<file path="src/rtl/i_cache_pkg.sv">
// rtl/i_cache_pkg.sv - shared i-cache geometry constants and data-arbiter state type
package i_cache_pkg;

  localparam int ICACHE_ADDR_WIDTH   = 4;
  localparam int ICACHE_DATA_WIDTH   = 256;
  localparam int ICACHE_BEAT_WIDTH   = 32;
  localparam int ICACHE_NUM_BEATS    = ICACHE_DATA_WIDTH / ICACHE_BEAT_WIDTH;
  localparam int ICACHE_NUM_WMASKS   = ICACHE_DATA_WIDTH / 8;
  localparam int ICACHE_STARVE_LIMIT = 4;

  typedef enum logic {
    IDLE = 1'b0,
    FILL = 1'b1
  } darb_state_t;

endpackage

</file>
<file path="src/rtl/i_cache_beat_mask_gen.sv">
// rtl/i_cache_beat_mask_gen.sv - beat index to SRAM byte mask and lane-replicated write data
module i_cache_beat_mask_gen
  import i_cache_pkg::*;
#(
  parameter int DATA_WIDTH = ICACHE_DATA_WIDTH,
  parameter int BEAT_WIDTH = ICACHE_BEAT_WIDTH,
  parameter int CNT_W      = ((DATA_WIDTH / BEAT_WIDTH) > 1) ? $clog2(DATA_WIDTH / BEAT_WIDTH) : 1
) (
  input  logic [CNT_W-1:0]        beat_cnt,
  input  logic [BEAT_WIDTH-1:0]   beat_data,
  output logic [DATA_WIDTH/8-1:0] wmask,
  output logic [DATA_WIDTH-1:0]   din
);

  localparam int NUM_BEATS  = DATA_WIDTH / BEAT_WIDTH;
  localparam int NUM_WMASKS = DATA_WIDTH / 8;
  localparam int BEAT_BYTES = BEAT_WIDTH / 8;

  // Bytes of beat lane 0; shifted up to the lane the beat lands in.
  localparam logic [NUM_WMASKS-1:0] LANE_MASK = {NUM_WMASKS{1'b1}} >> (NUM_WMASKS - BEAT_BYTES);

  assign wmask = LANE_MASK << (BEAT_BYTES * int'(beat_cnt));
  assign din   = {NUM_BEATS{beat_data}};

endmodule

</file>
<file path="src/rtl/i_cache_data_arbiter.sv">
// rtl/i_cache_data_arbiter.sv - shares the i-cache data SRAM RW port between fetch reads and refill beats (option: I_CACHE_DARB_STARVE_GUARD_EN)
module i_cache_data_arbiter
  import i_cache_pkg::*;
#(
  parameter int ADDR_WIDTH   = ICACHE_ADDR_WIDTH,
  parameter int DATA_WIDTH   = ICACHE_DATA_WIDTH,
  parameter int BEAT_WIDTH   = ICACHE_BEAT_WIDTH,
  parameter int NUM_BEATS    = DATA_WIDTH / BEAT_WIDTH,
  parameter int NUM_WMASKS   = DATA_WIDTH / 8,
  parameter int STARVE_LIMIT = ICACHE_STARVE_LIMIT
) (
  input  logic                  clk,
  input  logic                  rst_n,
  input  logic                  fe_req,
  input  logic [ADDR_WIDTH-1:0] fe_addr,
  output logic                  fe_gnt,
  output logic                  fe_rvalid,
  output logic [DATA_WIDTH-1:0] fe_rdata,
  input  logic                  rf_valid,
  input  logic [ADDR_WIDTH-1:0] rf_index,
  input  logic [BEAT_WIDTH-1:0] rf_data,
  output logic                  rf_ready,
  output logic                  rf_done,
  output logic                  sram_csb0,
  output logic                  sram_web0,
  output logic [NUM_WMASKS-1:0] sram_wmask0,
  output logic [ADDR_WIDTH-1:0] sram_addr0,
  output logic [DATA_WIDTH-1:0] sram_din0,
  input  logic [DATA_WIDTH-1:0] sram_dout0
);

  localparam int CNT_W = (NUM_BEATS > 1) ? $clog2(NUM_BEATS) : 1;
  localparam logic [CNT_W-1:0] LAST_BEAT = CNT_W'(NUM_BEATS - 1);

  darb_state_t           state_q, state_d;
  logic [CNT_W-1:0]      beat_cnt_q, beat_cnt_d;
  logic [ADDR_WIDTH-1:0] fill_idx_q, fill_idx_d;
  logic                  fe_rvalid_q, fe_rvalid_d;
  logic                  rf_done_q, rf_done_d;

  logic                  beat_acc;
  logic                  block;
  logic                  force_gnt;
  logic [NUM_WMASKS-1:0] gen_wmask;
  logic [DATA_WIDTH-1:0] gen_din;

`ifdef I_CACHE_DARB_STARVE_GUARD_EN
  localparam int SCNT_W = $clog2(STARVE_LIMIT + 1);
  logic [SCNT_W-1:0] starve_cnt_q, starve_cnt_d;

  // A fetch that has lost to refill beats STARVE_LIMIT times in a row gets one stolen cycle.
  assign force_gnt = (starve_cnt_q == SCNT_W'(STARVE_LIMIT));

  // Count only denials caused by a beat; a blocked fetch must wait for the line anyway.
  always_comb begin
    starve_cnt_d = starve_cnt_q;
    if (!fe_req || fe_gnt || force_gnt) begin
      starve_cnt_d = '0;
    end else if (beat_acc && !block) begin
      starve_cnt_d = starve_cnt_q + 1'b1;
    end
  end

  // Starvation counter register.
  always_ff @(posedge clk or negedge rst_n) begin
    if (!rst_n) begin
      starve_cnt_q <= '0;
    end else begin
      starve_cnt_q <= starve_cnt_d;
    end
  end
`else
  assign force_gnt = 1'b0;
`endif

  // Refill wins the port; a fetch to the line currently being filled is held off.
  assign rf_ready = rst_n & ~force_gnt;
  assign beat_acc = rf_valid & rf_ready;
  assign block    = (state_q == FILL) && (fe_addr == fill_idx_q);
  assign fe_gnt   = rst_n & fe_req & ~beat_acc & ~block;

  i_cache_beat_mask_gen #(
    .DATA_WIDTH (DATA_WIDTH),
    .BEAT_WIDTH (BEAT_WIDTH),
    .CNT_W      (CNT_W)
  ) u_mask_gen (
    .beat_cnt  (beat_cnt_q),
    .beat_data (rf_data),
    .wmask     (gen_wmask),
    .din       (gen_din)
  );

  // SRAM pin drive: beat write, fetch read, or deselected with quiet pins.
  always_comb begin
    sram_csb0   = 1'b1;
    sram_web0   = 1'b1;
    sram_wmask0 = '0;
    sram_addr0  = '0;
    sram_din0   = '0;
    if (beat_acc) begin
      sram_csb0   = 1'b0;
      sram_web0   = 1'b0;
      sram_addr0  = (state_q == FILL) ? fill_idx_q : rf_index;
      sram_wmask0 = gen_wmask;
      sram_din0   = gen_din;
    end else if (fe_gnt) begin
      sram_csb0  = 1'b0;
      sram_addr0 = fe_addr;
    end
  end

  // Beat sequencing: first beat latches the line index, last beat closes the line.
  always_comb begin
    state_d     = state_q;
    beat_cnt_d  = beat_cnt_q;
    fill_idx_d  = fill_idx_q;
    fe_rvalid_d = fe_gnt;
    rf_done_d   = 1'b0;
    if (beat_acc) begin
      if (beat_cnt_q == LAST_BEAT) begin
        state_d    = IDLE;
        beat_cnt_d = '0;
        rf_done_d  = 1'b1;
      end else begin
        if (state_q == IDLE) begin
          fill_idx_d = rf_index;
        end
        state_d    = FILL;
        beat_cnt_d = beat_cnt_q + 1'b1;
      end
    end
  end

  // State and registered outputs.
  always_ff @(posedge clk or negedge rst_n) begin
    if (!rst_n) begin
      state_q     <= IDLE;
      beat_cnt_q  <= '0;
      fill_idx_q  <= '0;
      fe_rvalid_q <= 1'b0;
      rf_done_q   <= 1'b0;
    end else begin
      state_q     <= state_d;
      beat_cnt_q  <= beat_cnt_d;
      fill_idx_q  <= fill_idx_d;
      fe_rvalid_q <= fe_rvalid_d;
      rf_done_q   <= rf_done_d;
    end
  end

  assign fe_rvalid = fe_rvalid_q;
  assign rf_done   = rf_done_q;
  assign fe_rdata  = sram_dout0;

  // The refill owner must hold the line index for the whole line.
  a_rf_index_stable: assert property (@(posedge clk) disable iff (!rst_n)
    (beat_acc && state_q == FILL) |-> (rf_index == fill_idx_q));

endmodule

</file>
<file path="config.mk">
export PLATFORM = sky130hd
export DESIGN_NAME = i_cache_data_arbiter
export DESIGN_NICKNAME = d
export VERILOG_FILES = /design/src/rtl/i_cache_pkg.sv /design/src/rtl/i_cache_beat_mask_gen.sv /design/src/rtl/i_cache_data_arbiter.sv
export SDC_FILE = /design/constraint.sdc
export NUM_CORES = 1
export LEC_CHECK = 0
export BUFFER_PORTS_ARGS = -buffer_cell sky130_fd_sc_hd__buf_2
export CORE_AREA = 10 10 327 329
export CTS_CLUSTER_DIAMETER = 120
export CTS_CLUSTER_SIZE = 16
export DETAILED_ROUTE_END_ITERATION = 8
export DIE_AREA = 0 0 337 339
export GPL_ROUTABILITY_DRIVEN = 0
export HOLD_SLACK_MARGIN = 0.15
export PLACE_DENSITY = 0.3
export SETUP_SLACK_MARGIN = 0.2
export SLEW_MARGIN = 20
export SYNTH_ARGS = -nofsm -noshare
export SYNTH_HDL_FRONTEND = slang
export SYNTH_SLANG_ARGS = --single-unit
</file>
<file path="constraint.sdc">
create_clock -name clk -period 1.61 [get_ports clk]
set_input_delay 0.322 -clock clk [delete_from_list [all_inputs] [get_ports clk]]
set_output_delay 0.322 -clock clk [all_outputs]
set_load 0.01 [all_outputs]
</file>
Word level (Yosys, flattened, before mapping)
Cells that the tools add are included.
- add/sub/neg operators: 1
- equality and inequality tests: 2
- shift-type cells: 1
- muxes and demuxes: 12
- bitwise gates (word level): 7
- reductions and logical operators: 2
- operators with widths (cell ; count):
    2-to-1 mux 256 bit ; 1
    2-to-1 mux 32 bit ; 1
    left shift 4 x 5 -> 32 bit (first input constant) ; 1
    2-to-1 mux 4 bit ; 3
    2-to-1 mux 1 bit ; 6
    bitwise AND 1 bit ; 4
    equality test 4 bit ; 1
    adder 3 x 1 -> 3 bit (second input constant) ; 1
    equality test 3 bit (second input constant) ; 1
    2-to-1 mux 3 bit ; 1
    NOT 1 bit ; 3
    AND reduction 2 bit ; 1
    logical AND 1 bit ; 1
- bits in registers: 10
- bits of input ports: 300
- output and inout bits: 554

Depth between registers and ports, before layout
- depth in word-level cells: 6
- gate-level depth with buffers: 6
- depth with buffers taken out: 4

Modules after synthesis
From an unflattened synthesis, not the netlist that was laid out.
- cells, all modules: 958
- area, all modules: 6757.7 um^2
- by module, submodules not included (module ; times used ; cells each ; area each (um^2) ; sequential area each (um^2)):
    i_cache_data_arbiter ; 1 ; 670 ; 4590.7 ; 250.2
    i_cache_beat_mask_gen ; 1 ; 288 ; 2167.1 ; 0.0

Least setup slack after synthesis
No wires, ideal clock.
- path type: in2out
- from: in rst_n
- to: out sram_wmask0[21]
- arrival: 1.285 ns
- path slack: 0.003 ns
- cell stages on the path: 6
- buffers on the path: 4
- cell sequence: buf_2 and2_1 buf_6 buf_2 and3_1 buf_4
- longest elaborated chain between the ends: 2
- ends and longest elaborated chain (what ; line ; RTL):
    from (decl) ; i_cache_data_arbiter.sv:13 ; input logic rst_n,
    bitwise AND 1 bit ; i_cache_data_arbiter.sv:78 ; assign beat_acc = rf_valid & rf_ready;
    2-to-1 mux 32 bit ; i_cache_data_arbiter.sv:100 ; if (beat_acc) begin
    to (decl) ; i_cache_data_arbiter.sv:26 ; output logic [NUM_WMASKS-1:0] sram_wmask0,
No other way between the ends.

Worst setup path after layout
- from: reg fill_idx_q[3]
- to: out sram_csb0
- longest elaborated chain between the ends: 6
- ends and longest elaborated chain (what ; line ; RTL):
    from (decl) ; i_cache_data_arbiter.sv:37 ; logic [ADDR_WIDTH-1:0] fill_idx_q, fill_idx_d;
    from (signal assigned) ; i_cache_data_arbiter.sv:145 ; fill_idx_q <= fill_idx_d;
    equality test 4 bit ; i_cache_data_arbiter.sv:79 ; assign block = (state_q == FILL) && (fe_addr == fill_idx_q);
    logical AND 1 bit ; i_cache_data_arbiter.sv:79 ;
    NOT 1 bit ; i_cache_data_arbiter.sv:80 ; assign fe_gnt = rst_n & fe_req & ~beat_acc & ~block;
    bitwise AND 1 bit ; i_cache_data_arbiter.sv:80 ;
    2-to-1 mux 1 bit ; i_cache_data_arbiter.sv:106 ; end else if (fe_gnt) begin
    2-to-1 mux 1 bit ; i_cache_data_arbiter.sv:100 ;
    to (decl) ; i_cache_data_arbiter.sv:24 ; output logic sram_csb0,
No other way between the ends.

==> results.cfg <==
[cells_and_area]
syn_to_final_growth_pct = 53.00
fillers = 11590
drive_above_1_share_pct = 93.47
nNetsFinal = 812
final_util_pct = 7.285

[setup_path]
worstSetupStartpointType = flip-flop
crit_path_max_fanout = 5
worstPathRequired_ps = 1290
cp.arrival_ps = 1510
crit_path_end_kind = primary output
path_class = flip-flop to primary output

[pwr]
internal-power_w = 0.002080
seqPwrFrac_pct = 13.7
power_leakage_nw = 2.926
power_w = 0.003349
pwr-share-comb_pct = 71.4
clkPwrFrac_pct = 14.9
powerDensity_mw_per_mm2 = 460.3
p_sw_w = 0.001268
switching_share_pct = 37.88
ir_worst_vdd_mv = 0.3109

[floorplan]
initial_core_util_pct = 4.761
rows = 116
dieHeight_um = 339
die_width_um = 337
ios = 854
fp.dieArea_mm2 = 0.1142
core-area_mm2 = 0.09986

[timing]
tns_ps = -2314
slew_viol_final = 0
rsz0062_at_grt = true
period_needed_ps = 1833
finalCritPeriodShare_pct = 113.8
fin_skew_ps = 4.123
setup_slack_ps = -223.0
fmax_mhz = 545.6
hold_viol_final = 0
slew_headroom_pct = 80.68
tightest_slew_ps = 288.8
setup_viol = 31

[synthesis]
synth_area_mm2 = 0.004755
synthDistinctLibCells = 26
synthCells = 619
syn-num-nets = 925
synth_seq_area_share_pct = 5.263
yosysWarnings = 0
ys_ff_latch = 10
syn_area_per_cell_um2 = 7.681

[cts]
clock_sink_count = 10
clk_pin_slew_worst_paths_ps = 40
cts_made_buffers = 3
htree_levels = 1
cts_buffer_depth = 2
insertion_delay_ps = 240
cts_tree = yes
root_buffer = clkbuf_16

[global_route]
grt_max_degree = 14
globalRouteTotalUtil_pct = 5.021
grt_pass1_vias = 3404
antenna_found_initial = 4
grt_overflow_total = 0
grt_pass1_wl_um = 37280

[drt]
initialDrtViolationCount = 64
via_count = 3090
dr.pass1.iters = 4
viasPerCell = 1.713
drc_errors = 0
wl_um = 31950
final_antenna_net_count = 0
avgRoutedWirePerCell_um = 17.71

[place]
hpwl_um = 26520
io_buffers = 341

[outcome]
failed_checks = setup timing
status = finished with violations

[flow_run]
drv_cap = 0

[min_path]
hold_path_class = input pin to asynchronous set/reset pin
## stage by stage
step           cells  cell area, um^2  hold slack [ps]  setup WS (ps)
6_report        1804             7274            181.0         -223.0
5_1_grt         1803             7272            187.2         -289.9
4_1_cts         1794             7027            183.1         -244.4
3_5_place_dp    1769             4569            288.7         -128.9
3_3_place_gp    1769             4569            286.0         -127.9
2_1_floorplan    619             4878            26.41          178.3
## state kept, by name (all words and copies together), names as in the netlist
name,count
fe_rvalid,1
beat_cnt_q,3
rf_done,1
fill_idx_q,4
state_q,1
## repair_timing
| action | CTS | global route |
|---|---|---|
| resized for setup | 379 | 37 |
| endpoints found under the hold margin | 6 | 0 |
| cloned | 5 | 0 |
| buffers inserted | 15 | 9 |
| setup endpoints to repair | 301 | 302 |
| pin swaps | 43 | 13 |
| hold buffers | 1 | 0 |
## power groups by stage
stage	Combinational (W)	Sequential, W	Clock, W
2_1_floorplan	0.00172	0.000417	0
3_3_place_gp	0.00148	0.000433	0
3_5_place_dp	0.00146	0.000426	0
4_1_cts	0.00225	0.000459	0.000517
5_1_grt	0.00257	0.000475	0.000532
6_report	0.00239	0.000459	0.000500
## kinds of logic (layout without fill, tap and decap cells)
group / after synthesis / after routing / synth area share [%]
other: 0 / 1 / 0
flip-flops: 10 / 10 / 5.263
AO/OA/AOI/OAI: 12 / 12 / 1.658
buffers and inverters: 521 / 407 / 81.37
AND/OR/NAND/NOR: 58 / 58 / 7.527
XOR/XNOR: 4 / 4 / 0.7368
multiplexers: 8 / 8 / 1.869
adder cells (fa/ha/maj): 6 / 6 / 1.579
## worst max-delay path, stage by stage, from the launching register on
cell	delay (ps)
dfrtp_1	400
xor2_2	180
nor4b_4	290
buf_6	160
o2bb2ai_2	100
buf_2	150
## per-layer routing
metal  global-route usage [%]  part of all wire (%)  up-vias
li1                         -                     -     1197
met1                    2.739                    20     1303
met2                    9.660                    52      508
met3                    5.458                    25       74
met4                    1.366                   2.6        8
met5                   0.6510                  0.45        -
## cells in the mapped netlist (all sizes together)
cell type  instances  share of area [%]
dfrtp             10                5.3
mux2i              1               0.21
a32oi              3               0.55
nand2              8               0.63
nor4b              1               0.32
and3              40                5.3
ha                 6                1.6
inv                4               0.37
and2               1               0.13
o22ai              1               0.13
buf              510                 80
xor2               4               0.74
o21ai              6               0.63
or3                1               0.13
nor4               1               0.13
o31ai              1               0.16
nor3               1               0.34
nand3b             1               0.16
and3b              1               0.18
o2bb2ai            1               0.18
clkbuf             7               0.55
mux2               7                1.7
nor2               3               0.24
## final cells by class
cell class / instances / area (um^2) / share of cell area (%)
Antenna cell: 1 / 2.502 / 0.03440
Clock buffer: 4 / 88.84 / 1.221
Inverter: 4 / 20.02 / 0.2752
Multi-Input combinational cell: 88 / 983.4 / 13.52
Sequential cell: 10 / 254.0 / 3.492
Tap cell: 1298 / 1624 / 22.33
Timing Repair Buffer: 399 / 4302 / 59.13
## cell usage in the layout (no fill, tap or decap), drive strengths merged, types with 3 or more instances in the layout
master    n
clkbuf    4
xor2      4
nor2      3
mux2      7
ha        6
dfrtp    10
buf     398
inv       4
and3     40
nand2     8
o21ai     6
a32oi     3
## final timing paths
| kind | depth (start not counted) | slack [ps] | to | from |
|---|---|---|---|---|
| max | 5 | -220 | sram_csb0 | fill_idx_q[3] |
| min | 4 | 180 | fill_idx_q[3] | rst_n |
| max reg2reg | 5 | -30 | fill_idx_q[0] | beat_cnt_q[0] |
| min reg2reg | 1 | 590 | fill_idx_q[0] | fill_idx_q[0] |
| max in group asynchronous | 4 | 640 | state_q | rst_n |
| min in group clk | 2 | 340 | fill_idx_q[3] | rf_index[3] |
No activity file was read; power rests on OpenSTA's default activity.
